`config.mk`:
```
export PLATFORM = sky130hd
export DESIGN_NAME = muldiv_seq
export DESIGN_NICKNAME = d
export VERILOG_FILES = /design/src/rtl/muldiv_seq.sv
export SDC_FILE = /design/constraint.sdc
export NUM_CORES = 1
export LEC_CHECK = 0
export ABC_CLOCK_PERIOD_IN_PS = 8100
export CAP_MARGIN = 20
export CORE_AREA = 2 2 140 170
export DETAILED_ROUTE_END_ITERATION = 10
export DIE_AREA = 0 0 142 172
export GPL_TIMING_DRIVEN = 0
export HOLD_SLACK_MARGIN = 0.1
export PLACE_DENSITY = 0.85
export SLEW_MARGIN = 20
export SYNTH_ARGS = -nofsm -noshare
export SYNTH_HDL_FRONTEND = slang
export SYNTH_SLANG_ARGS = --single-unit
```
`constraint.sdc`:
```
create_clock -name clk_i -period 8.1 [get_ports clk_i]
set_clock_uncertainty 0.05 [all_clocks]
set_input_delay 0.81 -clock clk_i [delete_from_list [all_inputs] [get_ports clk_i]]
set_output_delay 0.81 -clock clk_i [all_outputs]
set_load 0.05 [all_outputs]
```
`src/rtl/muldiv_seq.sv`:
```
// Multi-cycle RV M-extension unit: radix-2 shift-add multiply and restoring divide.
// Define MULDIV_FAST_MUL_EN to compute MUL* with a single-cycle combinational multiplier.
module muldiv_seq #(
   parameter int unsigned XLEN = 32
) (
   input  logic            clk_i,
   input  logic            reset_i,
   input  logic            flush_i,
   input  logic            req_valid_i,
   output logic            req_ready_o,
   input  logic [2:0]      muldiv_op_i,
   input  logic [XLEN-1:0] in1_i,
   input  logic [XLEN-1:0] in2_i,
   output logic            rsp_valid_o,
   input  logic            rsp_ready_i,
   output logic [XLEN-1:0] out_o
);

   localparam int unsigned CNT_W = $clog2(XLEN) + 1;
   localparam int unsigned W1    = XLEN + 1;
   localparam int unsigned W2    = 2 * XLEN;

   localparam logic [2:0] OP_MUL    = 3'd0;
   localparam logic [2:0] OP_MULH   = 3'd1;
   localparam logic [2:0] OP_MULHSU = 3'd2;
   localparam logic [2:0] OP_MULHU  = 3'd3;
   localparam logic [2:0] OP_DIV    = 3'd4;
   localparam logic [2:0] OP_DIVU   = 3'd5;
   localparam logic [2:0] OP_REM    = 3'd6;
   localparam logic [2:0] OP_REMU   = 3'd7;

   typedef enum logic [1:0] {IDLE, CALC, FIXUP, DONE} state_t;

   state_t           state_q, state_d;
   logic [CNT_W-1:0] cnt_q, cnt_d;
   logic [2:0]       op_q, op_d;
   logic             neg_q_q, neg_q_d, neg_r_q, neg_r_d;
   logic [W1-1:0]    a_q, a_d;
   logic [W2-1:0]    p_q, p_d;
   logic [XLEN-1:0]  out_d;

   // Operand sign handling at acceptance
   logic            sgn1, sgn2, s1, s2, div0, ovf;
   logic [XLEN-1:0] abs1;
   logic [W1-1:0]   abs2;

   always_comb begin
      sgn1 = !(muldiv_op_i == OP_MULHU || muldiv_op_i == OP_DIVU || muldiv_op_i == OP_REMU);
      sgn2 = (muldiv_op_i == OP_MUL || muldiv_op_i == OP_MULH ||
              muldiv_op_i == OP_DIV || muldiv_op_i == OP_REM);
      s1   = sgn1 & in1_i[XLEN-1];
      s2   = sgn2 & in2_i[XLEN-1];
      abs1 = s1 ? (~in1_i + XLEN'(1)) : in1_i;
      abs2 = s2 ? (~{in2_i[XLEN-1], in2_i} + W1'(1)) : {1'b0, in2_i};
      div0 = (in2_i == '0);
      ovf  = (muldiv_op_i == OP_DIV || muldiv_op_i == OP_REM) &&
             (in1_i == {1'b1, {(XLEN-1){1'b0}}}) && (&in2_i);
   end

   // One multiply iteration: conditional add into the high half, then shift right
   logic [W1-1:0] mul_sum;
   logic [W2-1:0] mul_next;
   assign mul_sum  = {1'b0, p_q[W2-1:XLEN]} + (p_q[0] ? a_q : W1'(0));
   assign mul_next = {mul_sum, p_q[XLEN-1:1]};

   // One restoring-divide iteration over {rem, quot}
   logic [W1-1:0]   rem_sh;
   logic [W1:0]     div_diff;
   logic [W2-1:0]   div_next;
   assign rem_sh   = p_q[W2-1:XLEN-1];
   assign div_diff = {1'b0, rem_sh} - {1'b0, a_q};
   assign div_next = div_diff[W1] ? {rem_sh[XLEN-1:0], p_q[XLEN-2:0], 1'b0}
                                  : {div_diff[XLEN-1:0], p_q[XLEN-2:0], 1'b1};

   logic [W2-1:0]   prod_fix;
   logic [XLEN-1:0] quot_fix, rem_fix;
   assign prod_fix = neg_q_q ? (~p_q + W2'(1)) : p_q;
   assign quot_fix = neg_q_q ? (~p_q[XLEN-1:0] + XLEN'(1)) : p_q[XLEN-1:0];
   assign rem_fix  = neg_r_q ? (~p_q[W2-1:XLEN] + XLEN'(1)) : p_q[W2-1:XLEN];

   // Next-state and datapath next values
   always_comb begin
      state_d = state_q;
      cnt_d   = cnt_q;
      op_d    = op_q;
      neg_q_d = neg_q_q;
      neg_r_d = neg_r_q;
      a_d     = a_q;
      p_d     = p_q;
      out_d   = out_o;
      if (flush_i) begin
         state_d = IDLE;
      end else begin
         case (state_q)
            IDLE: begin
               if (req_valid_i && req_ready_o) begin
                  op_d    = muldiv_op_i;
                  neg_q_d = s1 ^ s2;
                  neg_r_d = s1;
                  a_d     = abs2;
                  p_d     = {XLEN'(0), abs1};
                  cnt_d   = CNT_W'(XLEN);
                  if (muldiv_op_i[2] && div0) begin
                     out_d   = muldiv_op_i[1] ? in1_i : '1;
                     state_d = DONE;
                  end else if (ovf) begin
                     out_d   = muldiv_op_i[1] ? XLEN'(0) : in1_i;
                     state_d = DONE;
                  end else if (!muldiv_op_i[2]) begin
`ifdef MULDIV_FAST_MUL_EN
                     p_d     = W2'(abs1) * W2'(abs2[XLEN-1:0]);
                     state_d = FIXUP;
`else
                     state_d = CALC;
`endif
                  end else begin
                     state_d = CALC;
                  end
               end
            end
            CALC: begin
               p_d   = op_q[2] ? div_next : mul_next;
               cnt_d = cnt_q - CNT_W'(1);
               if (cnt_q == CNT_W'(1)) state_d = FIXUP;
            end
            FIXUP: begin
               case (op_q)
                  OP_MUL:                      out_d = prod_fix[XLEN-1:0];
                  OP_MULH, OP_MULHSU, OP_MULHU: out_d = prod_fix[W2-1:XLEN];
                  OP_DIV, OP_DIVU:             out_d = quot_fix;
                  default:                     out_d = rem_fix;
               endcase
               state_d = DONE;
            end
            DONE: begin
               if (rsp_ready_i) state_d = IDLE;
            end
            default: state_d = IDLE;
         endcase
      end
   end

   always_ff @(posedge clk_i or posedge reset_i) begin
      if (reset_i) begin
         state_q     <= IDLE;
         req_ready_o <= 1'b1;
         rsp_valid_o <= 1'b0;
      end else begin
         state_q     <= state_d;
         req_ready_o <= (state_d == IDLE);
         rsp_valid_o <= (state_d == DONE);
      end
   end

   always_ff @(posedge clk_i or posedge reset_i) begin
      if (reset_i) begin
         cnt_q   <= '0;
         op_q    <= '0;
         neg_q_q <= 1'b0;
         neg_r_q <= 1'b0;
         a_q     <= '0;
         p_q     <= '0;
         out_o   <= '0;
      end else begin
         cnt_q   <= cnt_d;
         op_q    <= op_d;
         neg_q_q <= neg_q_d;
         neg_r_q <= neg_r_d;
         a_q     <= a_d;
         p_q     <= p_d;
         out_o   <= out_d;
      end
   end

endmodule

```
## Word-level counts from Yosys, hierarchy flattened

Cells that the tools add are included.

- $add $sub $neg: 8
- Eq/ne operators: 19
- Muxes and demuxes: 26
- Bitwise operators: 9
- Reductions and logical operators: 24

Operators by type and width:

| operator | number |
|---|---|
| two-way mux 32 bit | 8 |
| two-way mux 64 bit | 4 |
| case mux 64 bit (2 select lines) | 1 |
| adder 32 x 1 -> 32 bit, second input constant | 3 |
| inverter 32 bit | 3 |
| case mux 32 bit (3 select lines) | 1 |
| two-way mux 33 bit | 2 |
| adder 64 x 1 -> 64 bit, second input constant | 1 |
| inverter 64 bit | 1 |
| case mux 32 bit (2 select lines) | 1 |
| subtractor 33 x 33 -> 34 bit | 1 |
| adder 32 x 33 -> 33 bit | 1 |
| adder 33 x 1 -> 33 bit, second input constant | 1 |
| inverter 33 bit | 1 |
| == test 32 bit, second input constant | 1 |
| zero test 32 bit | 1 |
| AND reduction 32 bit | 1 |
| == test 3 bit, second input constant | 6 |
| two-way mux 2 bit | 6 |
| case mux 6 bit (2 select lines) | 1 |
| == test 3 x 2 -> 1 bit, second input constant | 3 |
| case mux 2 bit (4 select lines) | 1 |
| == test 2 bit, second input constant | 3 |
| == test 3 x 1 -> 1 bit, second input constant | 2 |
| 19 further kinds | 32 |

- Register bits after elaboration: 144
- Input port bits: 72
- Output and inout bits: 34
- Logic and storage cells: 96

## Logic depth before layout (Yosys ltp)

Gate-level depths: netlist of the first run.

- Depth in word-level cells: 10
- Gate-level depth with buffers: 15
- Gate-level depth less buffers: 14

## Least setup slack after synthesis of the first run

Ideal clock, no wire load.

- Path type: flip-flop to flip-flop
- Start: register p_q[0]
- End: register p_q[57]
- Library setup time: 0.129 ns
- Arrival time: 3.411 ns
- Required time: 7.921 ns
- Slack: 4.510 ns
- Stages on the path, launching flop included: 15
- Buffers on the path: 1
- Clock period less this slack: 3.590 ns
- Cells stage by stage: dfrtp_1 > inv_1 > clkbuf_1 > nor2_1 > ha_1 > a21o_1 > a21oi_1 > o211ai_1 > a221oi_1 > o31ai_1 > a21o_1 > a21o_1 > a221oi_1 > mux2i_1 > a2111o_1

- Cells in the longest elaborated chain, start to end: 4

RTL lines:

| what | line | source |
|---|---|---|
| from (decl) | 39 | `logic [W2-1:0] p_q, p_d;` |
| from (signal assigned) | 170 | `p_q <= p_d;` |
| two-way mux 33 bit | 63 | `assign mul_sum = {1'b0, p_q[W2-1:XLEN]} + (p_q[0] ? a_q : W1'(0));` |
| adder 32 x 33 -> 33 bit | 63 |  |
| two-way mux 64 bit | 122 | `p_d = op_q[2] ? div_next : mul_next;` |
| case mux 64 bit (2 select lines) | 94 | `case (state_q)` |

Every way passes these cells.
A chain may end at the register's enable or synchronous reset.

## Final worst setup path of the first run

- Start: input port in2_i[0]
- End: register out_o[2]

- Cells in the longest elaborated chain, start to end: 5
- Elaborated cells between the ends (all ways): 9
- Classes of those cells: 1 x eq/ne; 3 x mux; 5 x reduce/logical

RTL lines:

| what | line | source |
|---|---|---|
| from (decl) | 13 | `input logic [XLEN-1:0] in2_i,` |
| zero test 32 bit | 55 | `div0 = (in2_i == '0);` |
| logical AND 1 bit | 103 | `if (muldiv_op_i[2] && div0) begin` |
| two-way mux 32 bit | 103 |  |
| two-way mux 32 bit | 96 | `if (req_valid_i && req_ready_o) begin` |
| case mux 32 bit (2 select lines) | 94 |  |
| to (signal assigned) | 171 | `out_o <= out_d;` |
| to (decl) | 16 | `output logic [XLEN-1:0] out_o` |

Several ways; a longest one is shown, not always the timed one. The select of a mux whose other input is x is not followed.

==> out/metrics.yaml, run 1 <==
run_status:
  status: "finished clean"
layout:
  utilization_pct: 71.8
  fin_nets: 2207
  drive_gt1_share_pct: 2.89
  syn_to_final_growth_pct: 13.9
  n_fill_cell: 1885
clock_tree:
  cts_root_buf: "clkbuf_16"
  htreeDepth: 4
  ctsHoldBuffers: 0
  clk_latency_ps: 460
  cts_resized: 0
  numCtsBuffers: 17
  cts_tree: "yes"
  clkTransAtPathRegs_ps: 70
  cts_setup_buffers: 0
  clockBufferDepth: 2
  cts_sinks: 144
power_and_ir_drop:
  cellLeakagePower_nw: 6.78
  ir_worst_vdd_uv: 243
  power_density_nw_per_um2: 412
  finalPower_mw: 6.76
timing:
  setup_tns_ps: 0
  min_period_ps: 5210
  rsz0062_at_grt: "no"
  finalHoldViolCount: 0
  worstMarginPinSlew_ps: 1250
  timing.hold.ws_ps: 423
  setup_viol: 0
  max_slew_margin_pct: 16.5
  period_share_pct: 64.4
  fmax_mhz: 192
  report.final.slew_viol_count: 0
logic_synthesis:
  netlist_area_um2: 14400
  synthTopCellsByArea: "dfrtp_1 (25%), o21ai_0 (7.2%), ha_1 (6.3%)"
  ys.flop_type: "dfrtp_1"
  synth_seq_area_share_pct: 25.0
  synth-seq-cells: 144
  avgSynthCellArea_um2: 7.43
  ys_async_sr_fraction_pct: 100
  synth.most_common_cell: "nand2_1"
  syn-num-nets: 2084
  synthDistinctLibCells: 77
  synth_top_area_share_pct: 24.9
  yosys_warnings: 0
  synth_edf_count: 0
  synthTopCellsByCount: "nand2_1 (231), o21ai_0 (208), nor2_1 (202)"
  synth_top_cell_by_area: "dfrtp_1"
  synth_cells: 1938
global_routing:
  track_usage_pct: 47.4
  grt_pass1_wl_um: 87100
  grt_max_degree: 91
  antenna_found_initial: 2
  grt_pass1_vias: 15600
  grt_overflow_total: 0
die:
  dieArea_um2: 24400
  core_area_um2: 22800
  die_h_um: 172
  placementRows: 61
  pin_count: 106
  start_util_pct: 63.1
  die_w_um: 142
setup_path:
  timing.rr.start: "p_q[0]"
  worstPathArrival_ps: 5530
  crit_family: "simple AND/OR/NAND/NOR gates"
  critPathMaxFanout: 10
  slowest_stage: "nor4bb_1"
  crit_start: "in2_i[0]"
  required_ps: 8420
  cp-end-kind: "flop"
  startpoint_type: "input port"
  cp_num_buf_inv: 4
  worstSetupPathType: "input port to flop"
  worstPathCellList: "clkdlybuf4s50_1 -> inv_1 -> ha_1 -> nor4b_1 -> nand4_1 -> nor3_1 -> nand2_1 -> nor4bb_1 -> clkbuf_1 -> buf_1 -> nand2_1 -> o211ai_1 -> o21ai_0 -> o21ai_0"
  max_stage_delay_ps: 950
route:
  wire_per_inst_um: 24.6
  num_vias: 16200
  drc: 0
  ant_nets: 0
  dr.pass1.iters: 6
  vias_per_cell: 6.87
  routed_wirelength_um: 58000
  drtIter0Drc: 2092
run:
  drv_cap: 0
placed_design:
  place_hpwl_um: 44000
  gp_congestion: 1.09
  port_buffers: 103
min_path:
  hold_path_class: "flop to flop"
  hp-start: "out_o[5]"
through the flow:
step	instances	area [µm²]	worst slack (ps)
2_1_floorplan	1938	14400	3380
5_1_grt	2357	16400	2570
3_5_place_dp	2325	15800	2670
4_1_cts	2357	16400	3110
3_3_place_gp	2324	15800	1470
6_report	2358	16400	2890
cell families after synthesis:
family                     share of synthesized area, %
and+or+nand+nor                                    21.2
AOI/OAI and AO/OA                                  27.1
buffers and inverters                              5.17
xor gates and xnor gates                           10.6
DFF                                                25.0
adders and majority gates                          6.54
muxes                                              4.29
layer usage:
layer,wire length (µm),GRT usage (%),vias up
met5,14,0,-
met4,5750,41.8,2
met3,6170,13.3,362
met2,26700,77.7,1144
met1,19400,50.0,7458
li1,-,-,7237
final timing paths:
kind | to | slack [ps] | cells after the start
worst max-delay path | out_o[2] | 2890 | 14
worst min-delay path | out_o[5] | 420 | 2
worst max register to register | out_o[22] | 2970 | 11
worst min register to register | out_o[5] | 420 | 2
max in group asynchronous | cnt_q[0] | 6480 | 3
min in group asynchronous | out_o[5] | 710 | 2
flip-flops by register name, indices dropped and copies added, names as in the netlist:
signal	count
cnt_q	6
p_q	64
state_q	2
neg_q_q	1
op_q	3
neg_r_q	1
out_o	32
req_ready_o	1
rsp_valid_o	1
a_q	33
power by group:
part | total, mW | internal (mW) | leakage, nW | switching [mW]
Combinational | 4.56 | 1.61 | 4.71 | 2.95
Clock | 0.802 | 0.432 | 0.276 | 0.370
Sequential | 1.40 | 1.02 | 1.80 | 0.379
Total | 6.76 | 3.06 | 6.78 | 3.70
cell usage in the layout (no fill, tap or decap), types with 31 or more instances in the layout:
| master | Yosys | final |
|---|---|---|
| nor3_1 | 37 | 37 |
| clkdlybuf4s50_1 | 0 | 103 |
| xnor2_1 | 97 | 97 |
| or3_1 | 31 | 31 |
| nor2_1 | 202 | 202 |
| o21ai_0 | 208 | 208 |
| dfrtp_1 | 143 | 143 |
| a21oi_1 | 146 | 146 |
| inv_1 | 67 | 66 |
| mux2i_1 | 55 | 55 |
| ha_1 | 72 | 72 |
| o31ai_1 | 44 | 44 |
| clkbuf_1 | 113 | 113 |
| nand2_1 | 231 | 231 |
| xor2_1 | 78 | 78 |
tightest hold or removal path, cell delays in order (launching register included):
cell and delay [ps]:
dfrtp_1 340, nand2_1 50, o31ai_1 50
area by class of cell:
cell class / count / area [µm²] / share of cell area [%]
Multi-Input combinational cell: 1597 / 10000 / 61.3
Tap cell: 283 / 354 / 2.16
Antenna cell: 1 / 2.50 / 0.0153
Buffer: 128 / 485 / 2.96
Inverter: 69 / 267 / 1.63
Clock buffer: 17 / 425 / 2.59
Timing Repair Buffer: 104 / 1060 / 6.46
Clock inverter: 15 / 150 / 0.916
Sequential cell: 144 / 3600 / 22.0
Power figures use the tool's default switching activity.
==> run 2: changes to the inputs <==
Settings changed: ABC_CLOCK_PERIOD_IN_PS 8100 to 4900, CORE_AREA 2 2 140 170 to 2 2 144 174, DIE_AREA 0 0 142 172 to 0 0 146 176, PLACE_DENSITY 0.85 to 0.81.
Clock period 8.1 ns to 4.9 ns, I/O delays scaled along.
==> out/metrics.yaml, run 2 (synthesized netlist as in run 1, its figures left out) <==
clock_tree:
  cts_sinks: 144
  ctsHoldBuffers: 0
  cts_root_buf: "clkbuf_16"
  clkTransAtPathRegs_ps: 80
  numCtsBuffers: 17
  htreeDepth: 4
  clockBufferDepth: 2
  cts_setup_buffers: 0
  clk_latency_ps: 450
  cts_tree: "yes"
layout:
  drive_gt1_share_pct: 3.33
  largest_reg_flops: 64
  final_common_cell: "nand2_1"
  fin_area_um2: 16500
  mostFrequentLayoutCells: "nand2_1 (231), o21ai_0 (207), nor2_1 (201)"
  utilization_pct: 69.1
  stdcell_count: 2396
  top_regs: "p_q: 64 flops, a_q: 33 flops, out_o: 32 flops"
  syn_to_final_growth_pct: 14.8
  top_register: "p_q"
  fin_nets: 2208
power_and_ir_drop:
  comb_power_share_pct: 66.9
  seq_power_share_pct: 20.8
  swShare_pct: 54.9
  p_sw_mw: 6.26
  intPower_mw: 5.15
  power_density_nw_per_um2: 690
  finalPower_mw: 11.4
  clkPwrFrac_pct: 12.2
  cellLeakagePower_nw: 6.81
  ir_worst_vdd_uv: 480
route:
  ant_nets: 0
  routed_wirelength_um: 61000
  wire_per_inst_um: 25.4
  drc: 0
  dr.pass1.iters: 7
  drtIter0Drc: 2173
  num_vias: 16500
  vias_per_cell: 6.91
global_routing:
  track_usage_pct: 47.1
  grt_overflow_total: 0
  gr-usage-met2_pct: 77.3
  grt_pass1_vias: 16300
  top_usage_layer: "met2"
  met3_usage_pct: 11.3
  antenna_found_initial: 1
  grt_max_degree: 78
  met1_usage_pct: 50.1
  grt_pass1_wl_um: 92700
setup_path:
  worstSetupPathType: "flop to flop"
  worstPathArrival_ps: 5130
  cp-end-kind: "flop"
  required_ps: 5140
  critPathMaxFanout: 10
  startpoint_type: "flop"
die:
  die_h_um: 176
  die_w_um: 146
  core_area_um2: 23900
  dieArea_um2: 25700
  placementRows: 62
  start_util_pct: 60.3
  pin_count: 106
timing:
  setup_tns_ps: 0
  finalHoldViolCount: 0
  timing.hold.ws_ps: 434
  min_period_ps: 4890
  setup_viol: 0
  max_slew_margin_pct: 25.2
  report.final.slew_viol_count: 0
  finalWorstSetupSlack_ps: 10.7
  fmax_mhz: 205
  period_share_pct: 99.8
  worstMarginPinSlew_ps: 1120
placed_design:
  gp_congestion: 1.09
  place_hpwl_um: 46300
  dp.cells: 2362
  port_buffers: 103
  place_area_um2: 15900
  pre_cts_ws_ps: -307
run_status:
  status: "finished clean"
min_path:
  hold_path_class: "flop to flop"
run:
  drv_cap: 0
-- run 2: cell types whose count changed in the layout (fill, tap and decap cells not counted), moves of 2 or more --
cell,delta
clkbuf_1,-4
clkbuf_2,+3
clkbuf_8,+2
inv_8,-2
-- run 2: path summary, 6_finish.rpt --
path	from	endpoint	slack, ps	cells past startpoint
max in group asynchronous	reset_i	req_ready_o	3530	3
worst max-delay path	p_q[31]	p_q[32]	10	14
worst min-delay path	out_o[6]	out_o[6]	430	2
min in group asynchronous	reset_i	p_q[5]	440	2
worst max register to register	p_q[31]	p_q[32]	10	14
worst min register to register	out_o[6]	out_o[6]	430	2
-- run 2: critical path, stage by stage (launching register included) --
cell and delay, ps:
dfrtp_1 460, inv_1 180, ha_1 290, nor2b_1 140, o21a_1 150, o21bai_1 110, a211oi_1 440, o211ai_1 230
a21o_1 250, a21oi_1 750, clkbuf_2 490, clkbuf_1 650, nand2_1 130, o211ai_1 220, o221ai_1 180
-- run 2: power groups by stage --
stage               Combinational [mW]  Clock (mW)  Sequential (mW)
finish                            7.63        1.39             2.38
global placement                  7.13           0             2.31
floorplan                         4.77           0             2.51
CTS                               7.31        1.38             2.32
detailed placement                7.24           0             2.34
global route                      8.13        1.42             2.40
-- run 2: routing by layer --
layer  vias to the layer above  routed length [µm]
met5                         -                  14
met4                         2                6800
met3                       424                6230
met2                      1241               27600
met1                      7624               20400
li1                       7254                   -
-- run 2: area by class of cell --
type,count,area [µm²]
inverters,69,267
diodes,1,2.50
plain buffers,128,495
fillers,2025,7370
flip-flops and latches,144,3600
clock buffers,19,453
multi-input cells,1597,10100
repair buffers,105,1070
clock inverters,13,151
well taps,320,400
-- run 2: timing repair --
action / CTS / global route
gates resized for setup: 1 / 13
endpoints found under the setup margin: 1 / 33
cloned: 0 / 0
